`config.mk`:
```
export PLATFORM = sky130hd
export DESIGN_NAME = pc_update_ctrl_flat
export DESIGN_NICKNAME = d
export VERILOG_FILES = /design/src/rtl/pc_update_ctrl_if.sv /design/src/rtl/pc_update_ctrl.sv /design/src/flat_wrapper.sv
export SDC_FILE = /design/constraint.sdc
export NUM_CORES = 1
export LEC_CHECK = 0
export CAP_MARGIN = 10
export CORE_MARGIN = 3
export CORE_UTILIZATION = 30
export CTS_CLUSTER_DIAMETER = 200
export DETAILED_ROUTE_END_ITERATION = 10
export GPL_TIMING_DRIVEN = 0
export PLACE_DENSITY = 0.76
export SLEW_MARGIN = 15
export SYNTH_ARGS = -nofsm -noshare
export SYNTH_HDL_FRONTEND = slang
export SYNTH_SLANG_ARGS = --single-unit
```
`constraint.sdc`:
```
create_clock -name clk -period 3.6 [get_ports clk]
set_clock_uncertainty 0.15 [all_clocks]
set_input_delay 0.9 -clock clk [delete_from_list [all_inputs] [get_ports clk]]
set_output_delay 0.9 -clock clk [all_outputs]
set_load 0.01 [all_outputs]
```
`src/rtl/pc_update_ctrl_if.sv`:
```
// pc_update_ctrl_if: request/acknowledge read port between the PC controller and data memory.
interface pc_update_ctrl_if;
    logic        mem_req;
    logic [31:0] mem_addr;
    logic        mem_ack;
    logic [31:0] mem_rdata;
    modport master (output mem_req, output mem_addr, input mem_ack, input mem_rdata);
    modport slave  (input mem_req, input mem_addr, output mem_ack, output mem_rdata);
endinterface

```
`src/rtl/pc_update_ctrl.sv`:
```
// pc_update_ctrl: owns the PC; single-cycle branches commit at once, memory-indirect forms stall on a read.
module pc_update_ctrl #(
    parameter logic [31:0] RESET_PC    = 32'h0000_0000,
    parameter int          MEM_TIMEOUT = 16
) (
    input  logic               clk,
    input  logic               rst_n,
    input  logic               instr_valid,
    input  logic [2:0]         status,
    input  logic [31:0]        alu_result,
    input  logic               alu_zero,
    input  logic [31:0]        pc_plus4,
    input  logic [31:0]        pc_br,
    input  logic [31:0]        reg_s,
    input  logic [31:0]        j_diraddr,
    input  logic [31:0]        mem_addr_in,
    pc_update_ctrl_if.master   mem,
    output logic [31:0]        pc,
    output logic               stall,
    output logic               instr_done,
    output logic               link_we,
    output logic [31:0]        link_data,
    output logic               err
);
    localparam logic [1:0]  IDLE    = 2'd0;
    localparam logic [1:0]  WAIT    = 2'd1;
    localparam logic [1:0]  ERR     = 2'd2;
    localparam logic [15:0] CNT_MAX = 16'(MEM_TIMEOUT - 1);

    logic [1:0]  state_q, state_d;
    logic [31:0] pc_q, pc_d, addr_q, addr_d, ret_q, ret_d, br_tgt;
    logic [15:0] cnt_q, cnt_d;
    logic        req_q, req_d, jalm_q, jalm_d, err_q, err_d, mem_path, accept;
    logic        unused_bits;

    assign mem_path = (status == 3'b001 && alu_result[31]) || status == 3'b100 || status == 3'b101;
    assign accept   = state_q == IDLE && instr_valid;
    assign br_tgt   = (status == 3'b010 && alu_zero) ? reg_s :
                      (status == 3'b011 && alu_zero) ? j_diraddr :
                      (status == 3'b110 && alu_zero) ? pc_br : pc_plus4;

    assign pc           = pc_q;
    assign err          = err_q;
    assign stall        = state_q != IDLE;
    assign mem.mem_req  = req_q;
    assign mem.mem_addr = addr_q;
    assign instr_done   = (accept && !mem_path) || (state_q == WAIT && mem.mem_ack);
    assign link_we      = state_q == WAIT && mem.mem_ack && jalm_q;
    assign link_data    = link_we ? ret_q : 32'd0;
    assign unused_bits  = ^{alu_result[30:0], br_tgt[1:0], mem.mem_rdata[1:0]};

    always_comb begin
        state_d = state_q;
        pc_d    = pc_q;
        req_d   = req_q;
        addr_d  = addr_q;
        ret_d   = ret_q;
        jalm_d  = jalm_q;
        cnt_d   = cnt_q;
        err_d   = err_q;
        if (accept && mem_path) begin
            state_d = WAIT;
            req_d   = 1'b1;
            addr_d  = mem_addr_in;
            ret_d   = pc_plus4;
            jalm_d  = status == 3'b101;
            cnt_d   = '0;
        end else if (accept) begin
            pc_d  = {br_tgt[31:2], 2'b00};
            err_d = err_q | (status == 3'b111);
        end else if (state_q == WAIT && mem.mem_ack) begin
            pc_d    = {mem.mem_rdata[31:2], 2'b00};
            req_d   = 1'b0;
            state_d = IDLE;
        end else if (state_q == WAIT && cnt_q == CNT_MAX) begin
            state_d = ERR;
            req_d   = 1'b0;
            err_d   = 1'b1;
        end else if (state_q == WAIT) begin
            cnt_d = cnt_q + 16'd1;
        end
    end

    // Reset also drops mem_req immediately, abandoning any read in flight.
    always_ff @(posedge clk or negedge rst_n) begin
        if (!rst_n) begin
            state_q <= IDLE;
            pc_q    <= RESET_PC;
            req_q   <= 1'b0;
            addr_q  <= '0;
            ret_q   <= '0;
            jalm_q  <= 1'b0;
            cnt_q   <= '0;
            err_q   <= 1'b0;
        end else begin
            state_q <= state_d;
            pc_q    <= pc_d;
            req_q   <= req_d;
            addr_q  <= addr_d;
            ret_q   <= ret_d;
            jalm_q  <= jalm_d;
            cnt_q   <= cnt_d;
            err_q   <= err_d;
        end
    end
endmodule

```
`src/flat_wrapper.sv`:
```
// flat-port wrapper written by rule: the top's interface ports become plain ports
module pc_update_ctrl_flat 
#(
    parameter logic [31:0] RESET_PC    = 32'h0000_0000,
    parameter int          MEM_TIMEOUT = 16
)
  (clk, rst_n, instr_valid, status, alu_result, alu_zero, pc_plus4, pc_br, reg_s, j_diraddr, mem_addr_in, pc, stall, instr_done, link_we, link_data, err, mem_mem_req, mem_mem_addr, mem_mem_ack, mem_mem_rdata);
  pc_update_ctrl_if mem_i ();
  input  logic clk;
  input  logic rst_n;
  input  logic instr_valid;
  input  logic [2:0] status;
  input  logic [31:0] alu_result;
  input  logic alu_zero;
  input  logic [31:0] pc_plus4;
  input  logic [31:0] pc_br;
  input  logic [31:0] reg_s;
  input  logic [31:0] j_diraddr;
  input  logic [31:0] mem_addr_in;
  output logic [31:0] pc;
  output logic stall;
  output logic instr_done;
  output logic link_we;
  output logic [31:0] link_data;
  output logic err;
  output wire logic [$bits(mem_i.mem_req)-1:0] mem_mem_req;
  output wire logic [$bits(mem_i.mem_addr)-1:0] mem_mem_addr;
  input wire logic [$bits(mem_i.mem_ack)-1:0] mem_mem_ack;
  input wire logic [$bits(mem_i.mem_rdata)-1:0] mem_mem_rdata;
  assign mem_mem_req = mem_i.mem_req;
  assign mem_mem_addr = mem_i.mem_addr;
  assign mem_i.mem_ack = mem_mem_ack;
  assign mem_i.mem_rdata = mem_mem_rdata;
  pc_update_ctrl #(.RESET_PC(RESET_PC), .MEM_TIMEOUT(MEM_TIMEOUT)) u_core (.clk(clk), .rst_n(rst_n), .instr_valid(instr_valid), .status(status), .alu_result(alu_result), .alu_zero(alu_zero), .pc_plus4(pc_plus4), .pc_br(pc_br), .reg_s(reg_s), .j_diraddr(j_diraddr), .mem_addr_in(mem_addr_in), .mem(mem_i), .pc(pc), .stall(stall), .instr_done(instr_done), .link_we(link_we), .link_data(link_data), .err(err));
endmodule
```
==> impl_results.md <==
* H-tree depth at 4
* Critical path endpoint category: output port
* 1st-iter DRT viols at 463
* Core ar. at around 0.02 mm2
* Clock power frac at 0.264
* Net Sw Frac at 0.347
* Worst min path class: input pin to asynchronous set/reset pin
* Fin cells at 1403
* Starting Density at 0.309
* Grt total ovfl at 0
* Row Count at 52
* Final setup vio count at 0
* Leak at 4.42 nW
* I/O pins at 333
* Mapped Cells at 808
* Residual DRC count at 0
* Clk buf depth at 2
* Logic pwr share at 0.397
* Crit path launch: mem_mem_ack
* RR Startpoint: u_core.state_q[0]
* Commonest non-fill, non-tap cells in the layout: clkdlybuf4s50_1, nand2_1, dfrtp_1, nor2_1, a21oi_1
* CTS buffer count at 17
* # port buffers at 289
* Antenna violations before repair at 0
* Reg power frac at 0.339
* Post-synth EDFFs at 0
* Sequential fraction of the synthesis area at 0.450
* Worst setup margin at 71.5 ps
* Pwr dens at 612 mW/mm2
* Cell area after synthesis at ~0.0063 mm2
* Via count at 7219
* Pre-CTS setup slack at -673 ps
* Design Power at 6.26 mW
* NetSw at 2.17 mW
* Sinks on Clock Net at 114
* Max transition margin at 0.467
* Worst Tran Pin Value at 795 ps
* Slew Viols, Final at 0
* RSZ-0062 raised after global routing: false
* Hold Fails Final Rpt at 0
* CP Class: input pin to output port
* N_diodes at 0
* GRT Util Overall at 0.230
* Final HPWL DP at 20000 um
* Fin crit period at 3530 ps
* First-pass GRT wire length at roughly 40000 um
* CTS Root Cell: clkbuf_16
* Yosys reg bits at ~110
* Crit start category: input pin
* R2R Setup Slk at 800 ps
* Tcrit/Tclk final at 0.980
* Placed Cells at 1369
* Largest net degree at the start of global routing at 80
* Clock transition at the registers of the reported paths at roughly 60 ps
* Final core utilization at 0.499
* DR vias/cell at 5.15
* Die footprint at 0.0229 mm2
* Vias in the first global route at 7052
* Main synth FF type: dfrtp_1
* Syn Area/Cell at 7.85 um2
* Total Neg Setup Slack at 0 ps
* Crit path max fanout at 10
* WL/cell at 19.0 um
* Required time of the critical path at 2550 ps
* Outcome: finished clean
* Critical path arrival at between 2000 and 2500 ps
* Cell variety after synth at between 40 and 50
* Internal Power at between 4 and 5 mW
* Area grow syn2layout at 61.3%
* Async set-reset flop share out of synthesis at 1.00
* Final Wtd Congestion at around 0.88
* Drt pass-1 iters at 8
* Fin nets at roughly 1.4k
* Max Cap Viol at 0
* Die X at 151 um
* Max frequency at 283 MHz
* Clock Latency Late Sink at 420 ps
* Commonest non-fill, non-tap cell in the layout: clkdlybuf4s50_1
* Die H at 151 um
* Worst vdd ir at around 340 uV
* Layout cells sized above 1 at 0.0547
* Final ANT Viol Nets at 0
* Synthesis Warnings at 0
* CTS tree: built
* DRT Wirelength at 26700 um
-- power groups by stage --
stage	clock network, mW	logic [mW]	registers, mW
2_1_floorplan	0	0.948	2.24
3_3_place_gp	0	2.43	2.13
3_5_place_dp	0	2.47	2.14
4_1_cts	1.69	2.50	2.12
5_1_grt	1.73	2.71	2.19
6_report	1.65	2.49	2.12
-- final timing paths --
kind / end / cells past startpoint
setup reg to reg: u_core.pc[24] / 6
min in group clk: u_core.ret_q[0] / 2
hold reg to reg: u_core.ret_q[0] / 2
max in group asynchronous: u_core.ret_q[16] / 2
hold / removal: u_core.mem.mem_addr[31] / 1
setup / recovery: link_data[16] / 5
-- logic make-up after synthesis --
group / Yosys count / synth area share
AND/OR/NAND/NOR: 416 / 0.285
flip-flops: 114 / 0.450
adder cells (fa/ha/maj): 1 / 0.00197
buffers and inverters: 96 / 0.0600
other: 1 / 0.000591
XOR/XNOR: 9 / 0.0124
AO/OA/AOI/OAI: 171 / 0.190
-- flip-flops by register name (all words and copies together) (netlist names) --
register             flops
u_core.mem.mem_addr     32
u_core.err               1
u_core.jalm_q            1
u_core.ret_q            32
u_core.state_q           2
u_core.pc               30
u_core.cnt_q            16
-- synthesized netlist by cell type, types with 6 or more instances --
cell,number,area (um2)
clkbuf_1,52,195
nand2_1,206,773
a21oi_1,66,330
a211oi_1,30,225
nand3_1,8,40.0
nor3_1,33,165
o31ai_1,30,225
and2_1,35,219
nor4_1,6,37.5
o21ai_0,8,40.0
or3_1,6,37.5
nor2_1,99,372
a222oi_1,30,300
xnor2_1,7,61.3
inv_1,32,120
dfrtp_1,114,2850
-- repair_timing --
item	4_1_cts	5_1_grt
gates resized for setup	14	1
buffers inserted	3	0
hold buffers	0	0
cloned	0	0
pin swaps	2	0
endpoints found under the hold margin	0	0
endpoints found under the setup margin	34	12
-- metrics by stage --
| step | hold WS [ps] | instance area (um2) |
|---|---|---|
| 2_1_floorplan | 287 | 6340 |
| 3_5_place_dp | 305 | 9600 |
| 3_3_place_gp | 300 | 9580 |
| 4_1_cts | 233 | 10200 |
| 5_1_grt | 250 | 10200 |
| 6_report | 231 | 10200 |
-- routing by layer --
layer	vias up	global-route usage	share of wire
met1	3466	0.295	0.41
met2	321	0.382	0.49
met5	-	0	0
met4	0	0.0703	0.018
met3	32	0.0580	0.080
li1	3400	-	-
-- final cells by class --
type,instances,area [um2]
clock buffer,18,439
buffer,63,274
sequential,114,2850
tap,270,338
multi-input combinational,599,3130
fill,1970,10300
timing repair buffer,293,2940
clock inverter,14,131
inverter,32,120
-- worst max-delay path, cell delays in order --
cell             delay [ps]
dlygate4sd2_1           320
and3_4                  320
clkbuf_4                210
and2_1                  170
clkdlybuf4s50_1         560
(Power assumes the default switching activity.)
